**src/rtl/fdiv_pkg.sv**
```systemverilog
// rtl/fdiv_pkg.sv - shared types and constants for the single-precision divider
package fdiv_pkg;

   typedef enum logic [1:0] {IDLE, PREP, DIV, RND} state_t;

   localparam int NV = 4;
   localparam int DZ = 3;
   localparam int OF = 2;
   localparam int UF = 1;
   localparam int NX = 0;

   localparam logic [31:0] CANON_NAN = 32'hffc00000;
   localparam logic [31:0] QNAN_BIT  = 32'h00400000;
   localparam int          QBITS     = 26;
   localparam int          BIAS      = 127;

endpackage

```
**src/rtl/fdiv_if.sv**
```systemverilog
// rtl/fdiv_if.sv - request/result handshake between a requester and the divider
interface fdiv_if;
   logic        req;
   logic [31:0] x;
   logic [31:0] y;
   logic        busy;
   logic        valid;
   logic [31:0] rslt;
   logic [4:0]  flag;

   modport master (output req, x, y, input busy, valid, rslt, flag);
   modport slave  (input req, x, y, output busy, valid, rslt, flag);
endinterface

```
**src/rtl/fdiv_prenorm.sv**
```systemverilog
// rtl/fdiv_prenorm.sv - expand an IEEE single operand to a 24-bit mantissa with hidden one
module fdiv_prenorm (
   input  logic [7:0]        bexp,
   input  logic [22:0]       frac,
   output logic [23:0]       mant,
   output logic signed [9:0] exp_n
);

   logic [4:0] lz;

   always_comb begin
      lz = 5'd0;
      // highest set fraction bit wins; the shift brings it up to the hidden-bit position
      for (int i = 0; i < 23; i++) begin
         if (frac[i]) lz = 5'(23 - i);
      end
      if (bexp == 8'd0) begin
         mant  = {1'b0, frac} << lz;
         exp_n = 10'sd1 - $signed({5'd0, lz});
      end else begin
         mant  = {1'b1, frac};
         exp_n = $signed({2'b00, bexp});
      end
   end

endmodule

```
**src/rtl/fdiv.sv**
```systemverilog
// rtl/fdiv.sv - multi-cycle radix-2 restoring IEEE single divider, RNE, fixed 28-cycle latency
module fdiv
   import fdiv_pkg::*;
(
   input  logic  clk,
   input  logic  reset,
   fdiv_if.slave bus
);

   state_t            state, state_n;
   logic [31:0]       xr, yr;
   logic [23:0]       my;
   logic [24:0]       rem;
   logic [QBITS-1:0]  q;
   logic [4:0]        cnt;
   logic signed [9:0] eq;
   logic [31:0]       rslt_r, rslt_n;
   logic [4:0]        flag_r, flag_n;
   logic              valid_r;

   logic [23:0]       mx_p, my_p;
   logic signed [9:0] ex_p, ey_p;
   logic [25:0]       trial;
   logic [24:0]       rem_sel;

   fdiv_prenorm u_pre_x (.bexp(xr[30:23]), .frac(xr[22:0]), .mant(mx_p), .exp_n(ex_p));
   fdiv_prenorm u_pre_y (.bexp(yr[30:23]), .frac(yr[22:0]), .mant(my_p), .exp_n(ey_p));

   // compare before shifting so the first quotient bit carries weight 1 (ratio in [0.5,2))
   assign trial   = {1'b0, rem} - {2'b00, my};
   assign rem_sel = trial[25] ? rem : trial[24:0];

   assign bus.busy  = (state != IDLE);
   assign bus.valid = valid_r;
   assign bus.rslt  = rslt_r;
   assign bus.flag  = flag_r;

   always_ff @(posedge clk or negedge reset) begin
      if (!reset) state <= IDLE;
      else        state <= state_n;
   end

   always_comb begin
      state_n = state;
      case (state)
         IDLE: if (bus.req) state_n = PREP;
         PREP: state_n = DIV;
         DIV:  if (cnt == 5'(QBITS - 1)) state_n = RND;
         RND:  state_n = IDLE;
         default: state_n = IDLE;
      endcase
   end

   always_ff @(posedge clk or negedge reset) begin
      if (!reset) begin
         xr      <= '0;
         yr      <= '0;
         my      <= '0;
         rem     <= '0;
         q       <= '0;
         cnt     <= '0;
         eq      <= '0;
         rslt_r  <= '0;
         flag_r  <= '0;
         valid_r <= 1'b0;
      end else begin
         valid_r <= 1'b0;
         case (state)
            IDLE: begin
               if (bus.req) begin
                  xr <= bus.x;
                  yr <= bus.y;
               end
            end
            PREP: begin
               rem <= {1'b0, mx_p};
               my  <= my_p;
               eq  <= ex_p - ey_p + 10'(BIAS);
               cnt <= '0;
               q   <= '0;
            end
            DIV: begin
               q   <= {q[QBITS-2:0], ~trial[25]};
               rem <= rem_sel << 1;
               cnt <= cnt + 5'd1;
            end
            RND: begin
               rslt_r  <= rslt_n;
               flag_r  <= flag_n;
               valid_r <= 1'b1;
            end
            default: ;
         endcase
      end
   end

   logic x_nan, y_nan, x_snan, y_snan, x_inf, y_inf, x_zero, y_zero;
   assign x_nan  = (xr[30:23] == 8'hff) && (xr[22:0] != '0);
   assign y_nan  = (yr[30:23] == 8'hff) && (yr[22:0] != '0);
   assign x_snan = x_nan && !xr[22];
   assign y_snan = y_nan && !yr[22];
   assign x_inf  = (xr[30:23] == 8'hff) && (xr[22:0] == '0);
   assign y_inf  = (yr[30:23] == 8'hff) && (yr[22:0] == '0);
   assign x_zero = (xr[30:0] == '0);
   assign y_zero = (yr[30:0] == '0);

   logic              sign, q_norm, tiny, lost, guard, sticky, rnd_up, inexact;
   logic [25:0]       m26, m_sh;
   logic signed [9:0] eq_n, sh_full, e_fin;
   logic [4:0]        sh;
   logic [23:0]       mant;
   logic [24:0]       sum;

   always_comb begin
      sign    = xr[31] ^ yr[31];
      q_norm  = q[QBITS-1];
      m26     = q_norm ? q : {q[QBITS-2:0], 1'b0};
      eq_n    = q_norm ? eq : eq - 10'sd1;
      tiny    = (eq_n <= 10'sd0);
      sh_full = 10'sd1 - eq_n;
      sh      = 5'd0;
      if (tiny) sh = (sh_full > 10'sd26) ? 5'd26 : sh_full[4:0];
      m_sh    = m26 >> sh;
      lost    = |(m26 & ((26'd1 << sh) - 26'd1));
      guard   = m_sh[1];
      sticky  = m_sh[0] | lost | (|rem);
      mant    = m_sh[25:2];
      rnd_up  = guard & (sticky | mant[0]);
      sum     = {1'b0, mant} + {24'd0, rnd_up};
      inexact = guard | sticky;
      // a subnormal that rounds up into bit 23 is promoted to exponent 1
      e_fin   = tiny ? $signed({9'd0, sum[23]}) : eq_n + $signed({9'd0, sum[24]});

      flag_n = '0;
      if (!tiny && e_fin >= 10'sd255) begin
         rslt_n     = {sign, 8'hff, 23'd0};
         flag_n[OF] = 1'b1;
         flag_n[NX] = 1'b1;
      end else begin
         rslt_n     = {sign, e_fin[7:0], sum[22:0]};
         flag_n[NX] = inexact;
         flag_n[UF] = inexact && tiny && !sum[23];
      end

      if (x_nan) begin
         rslt_n     = xr | QNAN_BIT;
         flag_n     = '0;
         flag_n[NV] = x_snan | y_snan;
      end else if (y_nan) begin
         rslt_n     = yr | QNAN_BIT;
         flag_n     = '0;
         flag_n[NV] = y_snan;
      end else if ((x_zero && y_zero) || (x_inf && y_inf)) begin
         rslt_n     = CANON_NAN;
         flag_n     = '0;
         flag_n[NV] = 1'b1;
      end else if (x_inf) begin
         rslt_n = {sign, 8'hff, 23'd0};
         flag_n = '0;
      end else if (y_zero) begin
         rslt_n     = {sign, 8'hff, 23'd0};
         flag_n     = '0;
         flag_n[DZ] = 1'b1;
      end else if (x_zero || y_inf) begin
         rslt_n = {sign, 31'd0};
         flag_n = '0;
      end
   end

endmodule

```
**src/flat_wrapper.sv**
```systemverilog
// flat-port wrapper written by rule: the top's interface ports become plain ports
module fdiv_flat import fdiv_pkg::*;
  (clk, reset, bus_req, bus_x, bus_y, bus_busy, bus_valid, bus_rslt, bus_flag);
  fdiv_if bus_i ();
  input  logic clk;
  input  logic reset;
  input wire logic [$bits(bus_i.req)-1:0] bus_req;
  input wire logic [$bits(bus_i.x)-1:0] bus_x;
  input wire logic [$bits(bus_i.y)-1:0] bus_y;
  output wire logic [$bits(bus_i.busy)-1:0] bus_busy;
  output wire logic [$bits(bus_i.valid)-1:0] bus_valid;
  output wire logic [$bits(bus_i.rslt)-1:0] bus_rslt;
  output wire logic [$bits(bus_i.flag)-1:0] bus_flag;
  assign bus_i.req = bus_req;
  assign bus_i.x = bus_x;
  assign bus_i.y = bus_y;
  assign bus_busy = bus_i.busy;
  assign bus_valid = bus_i.valid;
  assign bus_rslt = bus_i.rslt;
  assign bus_flag = bus_i.flag;
  fdiv u_core (.clk(clk), .reset(reset), .bus(bus_i));
endmodule
```
**config.mk**
```make
export PLATFORM = sky130hd
export DESIGN_NAME = fdiv_flat
export DESIGN_NICKNAME = d
export VERILOG_FILES = /design/src/rtl/fdiv_pkg.sv /design/src/rtl/fdiv_if.sv /design/src/rtl/fdiv_prenorm.sv /design/src/rtl/fdiv.sv /design/src/flat_wrapper.sv
export SDC_FILE = /design/constraint.sdc
export NUM_CORES = 1
export LEC_CHECK = 0
export ABC_AREA = 1
export CELL_PAD_IN_SITES_DETAIL_PLACEMENT = 1
export CELL_PAD_IN_SITES_GLOBAL_PLACEMENT = 1
export CORE_MARGIN = 4
export CORE_UTILIZATION = 44
export CTS_BUF_LIST = sky130_fd_sc_hd__clkbuf_4 sky130_fd_sc_hd__clkbuf_8
export DETAILED_ROUTE_END_ITERATION = 7
export PLACE_DENSITY = 0.94
export SYNTH_ARGS = -nofsm -noshare
export SYNTH_HDL_FRONTEND = slang
export SYNTH_SLANG_ARGS = --single-unit
```
**constraint.sdc**
```tcl
create_clock -name clk -period 8.7 [get_ports clk]
set_clock_uncertainty 0.15 [all_clocks]
set_input_delay 0.87 -clock clk [delete_from_list [all_inputs] [get_ports clk]]
set_output_delay 0.87 -clock clk [all_outputs]
set_load 0.01 [all_outputs]
```
==> impl_metrics.csv <==
group,metric,value,unit
status,status,"finished clean",
critical_path,crit_buf_inv,8,
critical_path,arrival,8.18,ns
timing,worst_pin_slew,1.08,ns
floorplanning,rows,71,
placed_design,hpwlAfterDp,55.8,mm
critical_path,path_class,"register to register",
floorplanning,die_y,203,µm
drt,drcViolationCount,0,
synth,ys.flop_type,"dfrtp_1",
timing,fin_tns_setup,0,ns
critical_path,start_kind,"register",
floorplanning,start_util,0.446,
floorplanning,die_w,203,µm
floorplanning,core_area,37700,µm²
clock_network,h-tree-depth,4,
synth,ys_ff_latch,194,
clock_network,clkTransAtPathRegs,0.12,ns
floorplanning,ioPinCount,106,
finish,fin_nets,2826,
synth,yosys_warnings,0,
clock_network,hold_buffers,0,
synth,yosysTopAreaCellShare,0.289,
synth,synth.area.top_cells,"dfrtp_1 29%, nand2_1 17%, o21ai_0 7.7%, nand3_1 7.0%, inv_1 6.8%",
clock_network,clock-sinks,194,
pwr,leakage,0.00918,µW
synth,synth-seq-area-share,0.289,
global_routing,grt_overflow,0,
clock_network,clock_latency,0.53,ns
pwr,p_per_area,428,nW/µm²
pwr,finalPower,7930,µW
drt,antenna_left,0,
worst_hold_path,hold_class,"input port to asynchronous set/reset pin",
synth,ys_types,58,
clock_network,numCtsBuffers,17,
critical_path,worstPathRequired,8.97,ns
synth,synth_fp_nets,2796,
placed_design,numPortBuffers,105,
drt,wl,71.4,mm
global_routing,grt_pass1_vias,19500,
synth,ys_async_sr_fraction,1.00,
timing,final_max_slew_viol_count,0,
drt,wire_per_inst,22.1,µm
placed_design,gp_congestion,0.989,
critical_path,path_depth,48,
finish,drive_gt1_frac,0.0431,
clock_network,cts_setup_buffers,0,
drt,via_per_inst,5.94,
critical_path,crit_slowest_cell,"a21oi_4",
timing,holdWs,0.151,ns
pwr,ir_drop,0.000189,V
synth,yosysMostFrequentCell,"nand2_1",
clock_network,clock_path_buffers,2,
synth,synth_common_cells,"747 x nand2_1, 304 x inv_1, 258 x o21ai_0",
finish,final_util,0.492,
timing,relSlewSlack,0.280,
critical_path,path_max_fanout,27,
floorplanning,die-area,41300,µm²
timing,rsz0062_at_grt,"no",
global_routing,grt_max_degree,84,
timing,period_needed,7.91,ns
clock_network,cts_tree,"yes",
synth,syn_area_per_cell,6.29,µm²
timing,fmax,0.126,GHz
synth,synth_top_area_cell,"dfrtp_1",
critical_path,cpPeakStageDelay,0.66,ns
synth,syn_area,16800,µm²
timing,setup_violations,0,
synth,synth-edff-count,0,
finish,syn_to_final_growth,10.5,%
synth,syn_inst,2670,
global_routing,grt_pass1_wl,111,mm
timing,final_hold_viol_count,0,
drt,drt_pass1_iterations,6,
critical_path,cp_top_family,"simple AND/OR/NAND/NOR gates",
clock_network,root_buffer,"clkbuf_8",
job,max_cap_viol_count,0,
drt,drt_iter0_markers,1513,
global_routing,grt_usage,0.340,
critical_path,cpMostUsedCell,"nand2_1",
critical_path,cp-end-kind,"register",
timing,min_period_over_period,0.909,
drt,vias,19200,
critical_path,reg2reg_depth,48,
global_routing,antenna_found_initial,1,
[logic make-up (layout without fill, tap and decap cells)]
kind of cell | after synthesis | in the layout | synth area share
flip-flops | 194 | 194 | 0.289
other | 0 | 1 | 0
buffers and inverters | 441 | 484 | 0.105
adder cells (fa/ha/maj) | 59 | 59 | 0.0449
AO/OA/AOI/OAI | 575 | 575 | 0.191
multiplexers | 11 | 11 | 0.00686
XOR/XNOR | 42 | 42 | 0.0219
AND/OR/NAND/NOR | 1348 | 1348 | 0.341
[metrics by stage]
step	setup slack, ns	area, µm²	std cells
detailed placement	0.534	18100	3192
global placement	0.990	18100	3192
finish	0.794	18500	3225
CTS	0.442	18500	3224
global route	0.00276	18500	3224
floorplan	2.46	16800	2670
[power by group]
group | switching, µW | leakage (µW) | internal [µW]
logic | 3860 | 0.00667 | 1690
registers | 470 | 0.00231 | 1260
clock network | 408 | 0.000204 | 242
total | 4740 | 0.00918 | 3200
[cells in the final DEF, fill, tap and decap left out, types with 23 or more instances in the layout]
cell type          n
nand2_1          746
inv_1            304
o21ai_0          258
nor2_1           247
nand3_1          235
dfrtp_1          194
a21oi_1          171
clkdlybuf4s50_1  104
ha_1              57
nand4_1           38
o22ai_1           36
xor2_1            31
o211ai_1          27
buf_4             23
[registers in the layout, summed over array words and instances (netlist names)]
register,cells
u_core.cnt,5
u_core.eq,10
u_core.bus.valid,1
u_core.my,24
u_core.bus.rslt,32
u_core.q,26
u_core.bus.flag,5
u_core.xr,32
u_core.rem,25
u_core.yr,32
u_core.state,2
[path summary, 6_finish.rpt]
kind,startpoint,end,slack [ns]
max,u_core.eq[1],u_core.bus.rslt[14],0.79
min,reset,u_core.q[11],0.15
max reg2reg,u_core.eq[1],u_core.bus.rslt[14],0.79
min reg2reg,u_core.bus.rslt[15],u_core.bus.rslt[15],0.35
max in group asynchronous,reset,u_core.my[15],6.78
min in group clk,u_core.bus.rslt[15],u_core.bus.rslt[15],0.35
[layer usage]
layer,track usage,wire length (µm),up-vias
li1,-,-,8851
met1,0.423,28600,9394
met2,0.581,34500,707
met3,0.0388,3880,216
met4,0.181,4340,0
met5,0,0,-
[area by class of cell]
class,count,area (µm²)
antenna,1,2.50
clock buffer,17,234
clock inverter,15,171
fill,5218,19100
inverter,324,1220
multi-input combinational,2035,10200
sequential,194,4850
tap,511,639
timing repair buffer,128,1230
[what timing repair did]
item	4_1_cts	5_1_grt
setup endpoints to repair	0	33
gates resized for setup	0	5
hold endpoints to repair	0	0
Note: power is estimated with default switching activity, not from simulation.
